$ cat config.mk
export PLATFORM = sky130hd
export DESIGN_NAME = hazard_ctrl_unit_flat
export DESIGN_NICKNAME = d
export VERILOG_FILES = /design/src/rtl/hazard_ctrl_unit_if.sv /design/src/rtl/hazard_ctrl_unit.sv /design/src/flat_wrapper.sv
export SDC_FILE = /design/constraint.sdc
export NUM_CORES = 1
export LEC_CHECK = 0
export BUFFER_PORTS_ARGS = -buffer_cell sky130_fd_sc_hd__buf_2
export CAP_MARGIN = 40
export CELL_PAD_IN_SITES_DETAIL_PLACEMENT = 2
export CELL_PAD_IN_SITES_GLOBAL_PLACEMENT = 2
export CORE_MARGIN = 2
export CORE_UTILIZATION = 26
export DETAILED_ROUTE_END_ITERATION = 10
export PLACE_DENSITY_LB_ADDON = 0.1
export SLEW_MARGIN = 20
export SYNTH_ARGS = -nofsm -noshare
export SYNTH_HDL_FRONTEND = slang
export SYNTH_SLANG_ARGS = --single-unit
export TNS_END_PERCENT = 10
$ cat constraint.sdc
create_clock -name clk -period 2.1 [get_ports clk]
set_input_delay 0.21 -clock clk [delete_from_list [all_inputs] [get_ports clk]]
set_output_delay 0.21 -clock clk [all_outputs]
set_load 0.005 [all_outputs]
$ cat src/rtl/hazard_ctrl_unit_if.sv
// Hazard control bundle between the pipeline datapath and the hazard unit.
// master = pipeline side, slave = hazard unit.
interface hazard_ctrl_unit_if #(
  parameter int REG_AW = 5,
  parameter int CNT_W  = 16
);
  logic [REG_AW-1:0] id_rs1;
  logic [REG_AW-1:0] id_rs2;
  logic              id_use_rs1;
  logic              id_use_rs2;
  logic              id_branch;
  logic              redirect;
  logic [REG_AW-1:0] ex_rd;
  logic [REG_AW-1:0] ex_rs1;
  logic [REG_AW-1:0] ex_rs2;
  logic              ex_regwrite;
  logic              ex_memread;
  logic              ex_alusrc;
  logic [REG_AW-1:0] mem_rd;
  logic              mem_regwrite;
  logic              mem_memread;
  logic              dmem_req;
  logic [REG_AW-1:0] wb_rd;
  logic              wb_regwrite;
  logic              imem_ready;
  logic              dmem_ready;
  logic              cnt_clr;
  logic              pc_en;
  logic              ifid_en;
  logic              ifid_flush;
  logic              idex_en;
  logic              idex_bubble;
  logic              exmem_en;
  logic              memwb_en;
  logic              memwb_bubble;
  logic [1:0]        fwd_a;
  logic [1:0]        fwd_b;
  logic [1:0]        fwd_id_a;
  logic [1:0]        fwd_id_b;
  logic              dmem_err;
  logic [CNT_W-1:0]  stall_cnt;
  logic [CNT_W-1:0]  flush_cnt;
  logic [1:0]        state;

  modport master (
    output id_rs1, id_rs2, id_use_rs1, id_use_rs2,
    output id_branch, redirect,
    output ex_rd, ex_rs1, ex_rs2,
    output ex_regwrite, ex_memread, ex_alusrc,
    output mem_rd, mem_regwrite, mem_memread, dmem_req,
    output wb_rd, wb_regwrite,
    output imem_ready, dmem_ready, cnt_clr,
    input  pc_en, ifid_en, ifid_flush,
    input  idex_en, idex_bubble,
    input  exmem_en, memwb_en, memwb_bubble,
    input  fwd_a, fwd_b, fwd_id_a, fwd_id_b,
    input  dmem_err, stall_cnt, flush_cnt, state
  );

  modport slave (
    input  id_rs1, id_rs2, id_use_rs1, id_use_rs2,
    input  id_branch, redirect,
    input  ex_rd, ex_rs1, ex_rs2,
    input  ex_regwrite, ex_memread, ex_alusrc,
    input  mem_rd, mem_regwrite, mem_memread, dmem_req,
    input  wb_rd, wb_regwrite,
    input  imem_ready, dmem_ready, cnt_clr,
    output pc_en, ifid_en, ifid_flush,
    output idex_en, idex_bubble,
    output exmem_en, memwb_en, memwb_bubble,
    output fwd_a, fwd_b, fwd_id_a, fwd_id_b,
    output dmem_err, stall_cnt, flush_cnt, state
  );
endinterface

$ cat src/rtl/hazard_ctrl_unit.sv
// Pipeline hazard control: stalls, flushes, forwarding selects,
// data-memory wait/abort FSM and saturating stall/flush counters.
module hazard_ctrl_unit #(
  parameter int REG_AW   = 5,
  parameter int FWD_EN   = 1,
  parameter int CNT_W    = 16,
  parameter int DMEM_TMO = 15
) (
  input logic              clk,
  input logic              reset,
  hazard_ctrl_unit_if.slave hz
);

  typedef enum logic [1:0] {
    RUN   = 2'b00,
    DWAIT = 2'b01,
    ABORT = 2'b10
  } state_t;

  localparam int WW = (DMEM_TMO < 1) ? 1 : $clog2(DMEM_TMO + 1);
  localparam logic [WW-1:0] TMO = WW'(DMEM_TMO);
  localparam logic [CNT_W-1:0] CMAX = '1;

  function automatic logic src_hit(
    input logic              v,
    input logic [REG_AW-1:0] rd,
    input logic              u1,
    input logic [REG_AW-1:0] r1,
    input logic              u2,
    input logic [REG_AW-1:0] r2
  );
    return v && (rd != '0) &&
      ((u1 && (r1 == rd)) || (u2 && (r2 == rd)));
  endfunction

  function automatic logic [1:0] fwd_sel(
    input logic              mv,
    input logic [REG_AW-1:0] mrd,
    input logic              wv,
    input logic [REG_AW-1:0] wrd,
    input logic [REG_AW-1:0] rs
  );
    if (mv && (mrd != '0) && (mrd == rs))
      return 2'b10;
    if (wv && (wrd != '0) && (wrd == rs))
      return 2'b01;
    return 2'b00;
  endfunction

  state_t            st_q;
  state_t            st_d;
  logic [WW-1:0]     wcnt_q;
  logic [WW-1:0]     wcnt_d;
  logic              err_q;
  logic              err_d;
  logic [CNT_W-1:0]  scnt_q;
  logic [CNT_W-1:0]  fcnt_q;
  logic              freeze;
  logic              abort_c;
  logic              ex_ld;
  logic              ex_wr;
  logic              mem_ld;
  logic              mem_wr;
  logic              wb_wr;
  logic              stall_raw;
  logic              stall_e;
  logic              redir_e;
  logic              iwait_e;
  logic              pc_en;
  logic              ifid_en;
  logic              ifid_flush;
  logic              idex_en;
  logic              idex_bubble;
  logic              exmem_en;
  logic              memwb_en;
  logic              memwb_bubble;
  logic [1:0]        fwd_a;
  logic [1:0]        fwd_b;
  logic [1:0]        fwd_id_a;
  logic [1:0]        fwd_id_b;

  always_ff @(posedge clk or negedge reset) begin
    if (!reset) begin
      st_q   <= RUN;
      wcnt_q <= '0;
      err_q  <= 1'b0;
    end else begin
      st_q   <= st_d;
      wcnt_q <= wcnt_d;
      err_q  <= err_d;
    end
  end

  always_comb begin
    st_d   = st_q;
    wcnt_d = wcnt_q;
    err_d  = err_q;
    freeze = 1'b0;
    unique case (st_q)
      RUN: begin
        if (hz.dmem_req && !hz.dmem_ready) begin
          st_d   = DWAIT;
          wcnt_d = WW'(1);
          freeze = 1'b1;
        end
      end
      DWAIT: begin
        if (hz.dmem_ready) begin
          st_d   = RUN;
          wcnt_d = '0;
        end else begin
          freeze = 1'b1;
          if (wcnt_q == TMO) begin
            st_d   = ABORT;
            wcnt_d = '0;
            err_d  = 1'b1;
          end else begin
            wcnt_d = wcnt_q + WW'(1);
          end
        end
      end
      ABORT: begin
        st_d   = RUN;
        wcnt_d = '0;
      end
      default: begin
        st_d   = RUN;
        wcnt_d = '0;
      end
    endcase
    // Held in reset the FSM cannot freeze the pipe.
    if (!reset)
      freeze = 1'b0;
  end

  assign abort_c = (st_q == ABORT);

  always_comb begin
    ex_ld  = src_hit(hz.ex_memread, hz.ex_rd,
                     hz.id_use_rs1, hz.id_rs1,
                     hz.id_use_rs2, hz.id_rs2);
    ex_wr  = src_hit(hz.ex_regwrite, hz.ex_rd,
                     hz.id_use_rs1, hz.id_rs1,
                     hz.id_use_rs2, hz.id_rs2);
    mem_ld = src_hit(hz.mem_memread, hz.mem_rd,
                     hz.id_use_rs1, hz.id_rs1,
                     hz.id_use_rs2, hz.id_rs2);
    mem_wr = src_hit(hz.mem_regwrite, hz.mem_rd,
                     hz.id_use_rs1, hz.id_rs1,
                     hz.id_use_rs2, hz.id_rs2);
    wb_wr  = src_hit(hz.wb_regwrite, hz.wb_rd,
                     hz.id_use_rs1, hz.id_rs1,
                     hz.id_use_rs2, hz.id_rs2);
    if (FWD_EN != 0)
      stall_raw = ex_ld ||
        (hz.id_branch && (ex_wr || mem_ld));
    else
      stall_raw = ex_ld || ex_wr || mem_ld ||
        mem_wr || wb_wr;
  end

  assign stall_e = stall_raw && !freeze && !abort_c;
  assign redir_e = hz.redirect && !stall_raw &&
                   !freeze && !abort_c;
  assign iwait_e = !hz.imem_ready && !hz.redirect &&
                   !stall_raw && !freeze && !abort_c;

  always_comb begin
    pc_en        = 1'b1;
    ifid_en      = 1'b1;
    ifid_flush   = 1'b0;
    idex_en      = 1'b1;
    idex_bubble  = 1'b0;
    exmem_en     = 1'b1;
    memwb_en     = 1'b1;
    memwb_bubble = 1'b0;
    unique case (1'b1)
      freeze: begin
        pc_en        = 1'b0;
        ifid_en      = 1'b0;
        idex_en      = 1'b0;
        exmem_en     = 1'b0;
        memwb_en     = 1'b0;
        memwb_bubble = 1'b1;
      end
      abort_c: begin
        memwb_bubble = 1'b1;
      end
      stall_e: begin
        pc_en       = 1'b0;
        ifid_en     = 1'b0;
        idex_bubble = 1'b1;
      end
      redir_e: begin
        ifid_flush = 1'b1;
      end
      iwait_e: begin
        pc_en      = 1'b0;
        ifid_flush = 1'b1;
      end
      default: begin
      end
    endcase
  end

  always_comb begin
    fwd_a    = 2'b00;
    fwd_b    = 2'b00;
    fwd_id_a = 2'b00;
    fwd_id_b = 2'b00;
    if (FWD_EN != 0) begin
      fwd_a = fwd_sel(hz.mem_regwrite, hz.mem_rd,
                      hz.wb_regwrite, hz.wb_rd, hz.ex_rs1);
      if (!hz.ex_alusrc)
        fwd_b = fwd_sel(hz.mem_regwrite, hz.mem_rd,
                        hz.wb_regwrite, hz.wb_rd, hz.ex_rs2);
      // A MEM-stage load has no data yet; the branch stall covers it.
      fwd_id_a = fwd_sel(hz.mem_regwrite && !hz.mem_memread,
                         hz.mem_rd, hz.wb_regwrite, hz.wb_rd,
                         hz.id_rs1);
      fwd_id_b = fwd_sel(hz.mem_regwrite && !hz.mem_memread,
                         hz.mem_rd, hz.wb_regwrite, hz.wb_rd,
                         hz.id_rs2);
    end
  end

  always_ff @(posedge clk or negedge reset) begin
    if (!reset) begin
      scnt_q <= '0;
      fcnt_q <= '0;
    end else if (hz.cnt_clr) begin
      scnt_q <= '0;
      fcnt_q <= '0;
    end else begin
      if ((stall_e || freeze) && (scnt_q != CMAX))
        scnt_q <= scnt_q + CNT_W'(1);
      if (ifid_flush && (fcnt_q != CMAX))
        fcnt_q <= fcnt_q + CNT_W'(1);
    end
  end

  assign hz.pc_en        = pc_en;
  assign hz.ifid_en      = ifid_en;
  assign hz.ifid_flush   = ifid_flush;
  assign hz.idex_en      = idex_en;
  assign hz.idex_bubble  = idex_bubble;
  assign hz.exmem_en     = exmem_en;
  assign hz.memwb_en     = memwb_en;
  assign hz.memwb_bubble = memwb_bubble;
  assign hz.fwd_a        = fwd_a;
  assign hz.fwd_b        = fwd_b;
  assign hz.fwd_id_a     = fwd_id_a;
  assign hz.fwd_id_b     = fwd_id_b;
  assign hz.dmem_err     = err_q;
  assign hz.stall_cnt    = scnt_q;
  assign hz.flush_cnt    = fcnt_q;
  assign hz.state        = st_q;

endmodule

$ cat src/flat_wrapper.sv
// flat-port wrapper written by rule: the top's interface ports become plain ports
module hazard_ctrl_unit_flat 
#(
  parameter int REG_AW   = 5,
  parameter int FWD_EN   = 1,
  parameter int CNT_W    = 16,
  parameter int DMEM_TMO = 15
)
  (clk, reset, hz_id_rs1, hz_id_rs2, hz_id_use_rs1, hz_id_use_rs2, hz_id_branch, hz_redirect, hz_ex_rd, hz_ex_rs1, hz_ex_rs2, hz_ex_regwrite, hz_ex_memread, hz_ex_alusrc, hz_mem_rd, hz_mem_regwrite, hz_mem_memread, hz_dmem_req, hz_wb_rd, hz_wb_regwrite, hz_imem_ready, hz_dmem_ready, hz_cnt_clr, hz_pc_en, hz_ifid_en, hz_ifid_flush, hz_idex_en, hz_idex_bubble, hz_exmem_en, hz_memwb_en, hz_memwb_bubble, hz_fwd_a, hz_fwd_b, hz_fwd_id_a, hz_fwd_id_b, hz_dmem_err, hz_stall_cnt, hz_flush_cnt, hz_state);
  hazard_ctrl_unit_if #(.REG_AW(REG_AW), .CNT_W(CNT_W)) hz_i ();
  input logic clk;
  input logic reset;
  input wire logic [$bits(hz_i.id_rs1)-1:0] hz_id_rs1;
  input wire logic [$bits(hz_i.id_rs2)-1:0] hz_id_rs2;
  input wire logic [$bits(hz_i.id_use_rs1)-1:0] hz_id_use_rs1;
  input wire logic [$bits(hz_i.id_use_rs2)-1:0] hz_id_use_rs2;
  input wire logic [$bits(hz_i.id_branch)-1:0] hz_id_branch;
  input wire logic [$bits(hz_i.redirect)-1:0] hz_redirect;
  input wire logic [$bits(hz_i.ex_rd)-1:0] hz_ex_rd;
  input wire logic [$bits(hz_i.ex_rs1)-1:0] hz_ex_rs1;
  input wire logic [$bits(hz_i.ex_rs2)-1:0] hz_ex_rs2;
  input wire logic [$bits(hz_i.ex_regwrite)-1:0] hz_ex_regwrite;
  input wire logic [$bits(hz_i.ex_memread)-1:0] hz_ex_memread;
  input wire logic [$bits(hz_i.ex_alusrc)-1:0] hz_ex_alusrc;
  input wire logic [$bits(hz_i.mem_rd)-1:0] hz_mem_rd;
  input wire logic [$bits(hz_i.mem_regwrite)-1:0] hz_mem_regwrite;
  input wire logic [$bits(hz_i.mem_memread)-1:0] hz_mem_memread;
  input wire logic [$bits(hz_i.dmem_req)-1:0] hz_dmem_req;
  input wire logic [$bits(hz_i.wb_rd)-1:0] hz_wb_rd;
  input wire logic [$bits(hz_i.wb_regwrite)-1:0] hz_wb_regwrite;
  input wire logic [$bits(hz_i.imem_ready)-1:0] hz_imem_ready;
  input wire logic [$bits(hz_i.dmem_ready)-1:0] hz_dmem_ready;
  input wire logic [$bits(hz_i.cnt_clr)-1:0] hz_cnt_clr;
  output wire logic [$bits(hz_i.pc_en)-1:0] hz_pc_en;
  output wire logic [$bits(hz_i.ifid_en)-1:0] hz_ifid_en;
  output wire logic [$bits(hz_i.ifid_flush)-1:0] hz_ifid_flush;
  output wire logic [$bits(hz_i.idex_en)-1:0] hz_idex_en;
  output wire logic [$bits(hz_i.idex_bubble)-1:0] hz_idex_bubble;
  output wire logic [$bits(hz_i.exmem_en)-1:0] hz_exmem_en;
  output wire logic [$bits(hz_i.memwb_en)-1:0] hz_memwb_en;
  output wire logic [$bits(hz_i.memwb_bubble)-1:0] hz_memwb_bubble;
  output wire logic [$bits(hz_i.fwd_a)-1:0] hz_fwd_a;
  output wire logic [$bits(hz_i.fwd_b)-1:0] hz_fwd_b;
  output wire logic [$bits(hz_i.fwd_id_a)-1:0] hz_fwd_id_a;
  output wire logic [$bits(hz_i.fwd_id_b)-1:0] hz_fwd_id_b;
  output wire logic [$bits(hz_i.dmem_err)-1:0] hz_dmem_err;
  output wire logic [$bits(hz_i.stall_cnt)-1:0] hz_stall_cnt;
  output wire logic [$bits(hz_i.flush_cnt)-1:0] hz_flush_cnt;
  output wire logic [$bits(hz_i.state)-1:0] hz_state;
  assign hz_i.id_rs1 = hz_id_rs1;
  assign hz_i.id_rs2 = hz_id_rs2;
  assign hz_i.id_use_rs1 = hz_id_use_rs1;
  assign hz_i.id_use_rs2 = hz_id_use_rs2;
  assign hz_i.id_branch = hz_id_branch;
  assign hz_i.redirect = hz_redirect;
  assign hz_i.ex_rd = hz_ex_rd;
  assign hz_i.ex_rs1 = hz_ex_rs1;
  assign hz_i.ex_rs2 = hz_ex_rs2;
  assign hz_i.ex_regwrite = hz_ex_regwrite;
  assign hz_i.ex_memread = hz_ex_memread;
  assign hz_i.ex_alusrc = hz_ex_alusrc;
  assign hz_i.mem_rd = hz_mem_rd;
  assign hz_i.mem_regwrite = hz_mem_regwrite;
  assign hz_i.mem_memread = hz_mem_memread;
  assign hz_i.dmem_req = hz_dmem_req;
  assign hz_i.wb_rd = hz_wb_rd;
  assign hz_i.wb_regwrite = hz_wb_regwrite;
  assign hz_i.imem_ready = hz_imem_ready;
  assign hz_i.dmem_ready = hz_dmem_ready;
  assign hz_i.cnt_clr = hz_cnt_clr;
  assign hz_pc_en = hz_i.pc_en;
  assign hz_ifid_en = hz_i.ifid_en;
  assign hz_ifid_flush = hz_i.ifid_flush;
  assign hz_idex_en = hz_i.idex_en;
  assign hz_idex_bubble = hz_i.idex_bubble;
  assign hz_exmem_en = hz_i.exmem_en;
  assign hz_memwb_en = hz_i.memwb_en;
  assign hz_memwb_bubble = hz_i.memwb_bubble;
  assign hz_fwd_a = hz_i.fwd_a;
  assign hz_fwd_b = hz_i.fwd_b;
  assign hz_fwd_id_a = hz_i.fwd_id_a;
  assign hz_fwd_id_b = hz_i.fwd_id_b;
  assign hz_dmem_err = hz_i.dmem_err;
  assign hz_stall_cnt = hz_i.stall_cnt;
  assign hz_flush_cnt = hz_i.flush_cnt;
  assign hz_state = hz_i.state;
  hazard_ctrl_unit #(.REG_AW(REG_AW), .FWD_EN(FWD_EN), .CNT_W(CNT_W), .DMEM_TMO(DMEM_TMO)) u_core (.clk(clk), .reset(reset), .hz(hz_i));
endmodule
==> impl_metrics.json <==
{
  "fp-row-count": 40,
  "yosysUniqueCellTypes": 52,
  "io_pins": 102,
  "critical_path.top_delay_family": "simple AND/OR/NAND/NOR gates",
  "cts_max_level": 2,
  "synthTopCellsByArea": "dfrtp_1, xor2_1, xnor2_1",
  "fin_util": 0.3869,
  "violations": "negative setup slack",
  "synth_async_sr_flop_share": 1.000,
  "die_width_um": 114.7,
  "ant_nets": 0,
  "grt_pass1_wl_um": 20140,
  "cts.sinks": 39,
  "fin_crit_ns": 2.192,
  "syn_inst": 380,
  "place_congestion": 0.8372,
  "crit_chain": "or2_4, a32oi_2, o211ai_1, buf_4, nor4b_4, nand2_2, or4_4, a21oi_2",
  "root_buffer": "clkbuf_16",
  "die-area_um2": 13160,
  "post_synth_instance_area_um2": 3188,
  "end_kind": "register",
  "synthMostInstantiatedCell": "xor2_1",
  "seq_area_frac_synth": 0.3061,
  "overflow": 0,
  "hold_buffers": 0,
  "setup_slack_ns": -0.09234,
  "netlist_top_cells_count": "xor2_1, dfrtp_1, nand2_1",
  "critical_path_buf_inv_count": 1,
  "holdWs_ns": 0.04999,
  "worst_clock_skew_ns": 0.007489,
  "maxCapViolCount": 0,
  "vias": 3553,
  "cp.required_ns": 2.32,
  "drc_errors": 0,
  "clk_latency_ns": 0.29,
  "setup_violations": 8,
  "finalHoldViolations": 0,
  "cts_tree": "yes",
  "path_class": "register to register",
  "worstRegToRegCells": 8,
  "synth_flop_cell": "dfrtp_1",
  "synth_edf_count": 0,
  "numPlacedInstances": 677,
  "io_buffer_count": 101,
  "synth_top_area_frac": 0.3061,
  "placed_area_um2": 4345,
  "synth-adder-area-share": 0.01177,
  "start_kind": "register",
  "slew_headroom": 0.4638,
  "drv_slew": 0,
  "diodes": 0,
  "clk_pin_slew_worst_paths_ns": 0.07,
  "cts_buffers": 5,
  "crit_arrival_ns": 2.41,
  "min_path_type": "primary input to async pin",
  "layout.cells.non_filler": 690,
  "synth_top_family_by_area": "simple AND/OR/NAND/NOR gates",
  "cp_slowest_cell": "or4_4",
  "dp_hpwl_um": 9585,
  "fmax_ghz": 0.4561,
  "rsz0062_at_grt": "yes",
  "period_share": 1.044,
  "routedWlPerCell_um": 17.73,
  "synth_top_cell_by_area": "dfrtp_1",
  "ys_ff_latch": 39,
  "ir_drop_v": 0.0002627,
  "syn_avg_cell_area_um2": 8.390,
  "core_area_um2": 12010,
  "finalNetCount": 596,
  "drt_pass1_iterations": 4,
  "run_status": "finished with violations",
  "synth_xor_area_frac": 0.1648,
  "synth_fp_nets": 434,
  "area_growth_pct": 45.76,
  "track_usage": 0.1898,
  "grt_max_degree": 46,
  "p_leak_uw": 0.002191,
  "vias_per_cell": 5.149,
  "routed_wl_um": 12230,
  "reg2reg_slack_ns": -0.09,
  "synth-simple-area-share": 0.3458,
  "grt_pass1_vias": 3914,
  "r2r_end": "u_core.hz.flush_cnt[12]",
  "layout-drive-gt1-share": 0.3978,
  "muxShareOfSynthArea": 0.006672,
  "clk_path_buf_depth": 2,
  "place_ws_ns": -0.3243,
  "die_y_um": 114.7,
  "synth_compound_area_frac": 0.1130,
  "finalInstanceArea_um2": 4647,
  "first_iter_violations": 75,
  "reg2reg_from": "u_core.hz.state[0]",
  "worstPathMaxFanout": 5,
  "synth_warnings": 0,
  "power_density_nw_per_um2": 470.8,
  "antenna_found_initial": 0,
  "cpPeakStageDelay_ns": 0.43,
  "start_util": 0.2654,
  "tightest_slew_ns": 0.8044
}
-- what timing repair did --
item / CTS / global route
gates resized for setup: 13 / 12
pin swaps: 12 / 8
buffers inserted: 3 / 2
endpoints found under the setup margin: 14 / 29
-- worst max path at each step --
stage / startpoint / to / depth (start not counted) / slack (ns)
final: u_core.hz.state[0] / u_core.hz.flush_cnt[12] / 8 / -0.09
after global routing: u_core.hz.state[0] / u_core.hz.flush_cnt[10] / 10 / -0.23
after CTS: u_core.hz.state[0] / u_core.hz.flush_cnt[12] / 8 / -0.12
after detailed placement: hz_mem_rd[0] / hz_pc_en / 10 / -0.32
after global placement: hz_mem_rd[0] / hz_pc_en / 10 / -0.18
after floorplan: u_core.hz.state[0] / u_core.hz.flush_cnt[12] / 7 / -0.16
-- sequential cells by signal (all words and copies together) (netlist names) --
name,count
u_core.hz.flush_cnt,16
u_core.hz.stall_cnt,16
u_core.wcnt_q,4
u_core.hz.state,2
u_core.hz.dmem_err,1
-- layer usage --
layer  wire length, um  track usage  share of wire  vias to the layer above
met3               330      0.02003          0.027                        6
met2              6310       0.3574           0.52                       69
li1                  -            -              -                     1695
met1              5508       0.2380           0.45                     1783
met4                82      0.02892         0.0067                        0
met5                 0            0              0                        -
-- cell usage in the layout, fill, tap and decap left out, types with 2 or more instances in the layout --
master / count
nand3b_1: 2
o21ai_2: 2
nor3b_1: 6
buf_2: 99
nand4_1: 16
nor2b_1: 3
or4b_1: 5
a21oi_2: 5
xnor2_1: 16
inv_1: 9
nor2_1: 25
xnor2_2: 2
nand2_1: 30
buf_4: 78
ha_1: 2
nand2b_1: 9
nor3_1: 12
and3_1: 9
or3_1: 3
buf_12: 2
nor4b_1: 2
or4_1: 8
and2_1: 3
or4_4: 2
o21ai_0: 9
buf_6: 2
dfrtp_1: 39
nor4_1: 12
o21ai_1: 2
and4_1: 3
a31oi_1: 3
clkbuf_16: 5
nor4bb_4: 2
a21oi_1: 18
xor2_1: 42
nor2_2: 2
o311ai_1: 7
nand3_1: 21
-- worst register-to-register path, stage by stage, from the launching register on --
cell      delay [ns]
dfrtp_1         0.38
or2_4           0.24
a32oi_2         0.20
o211ai_1        0.13
buf_4           0.17
nor4b_4         0.30
nand2_2         0.14
or4_4           0.43
a21oi_2         0.13
-- report_power, final --
part           total (uW)  internal, uW  switching [uW]
Combinational         492           237             255
Clock                 909           562             347
Sequential            787           769            18.5
Total                2190          1570             620
-- layout make-up --
| cell class | count | area (um2) |
|---|---|---|
| multi-input combinational | 305 | 2126 |
| clock inverter | 3 | 43.79 |
| inverter | 9 | 33.78 |
| timing repair buffer | 182 | 1159 |
| fill | 1378 | 7365 |
| tap | 147 | 183.9 |
| sequential | 39 | 975.9 |
| clock buffer | 5 | 125.1 |
-- metrics by stage --
stage | setup TNS (ns) | power, uW
3_5_place_dp | -4.051 | 1276
6_report | -0.2893 | 2188
4_1_cts | -0.3928 | 2192
3_3_place_gp | -2.173 | 1257
2_1_floorplan | -0.5241 | 1024
5_1_grt | -2.666 | 2293
-- logic make-up after synthesis --
group / count (synthesis)
AND/OR/NAND/NOR: 183
XOR/XNOR: 60
AO/OA/AOI/OAI: 57
flip-flops: 39
buffers and inverters: 36
adder cells (fa/ha/maj): 3
multiplexers: 2
(Power assumes the default switching activity.)
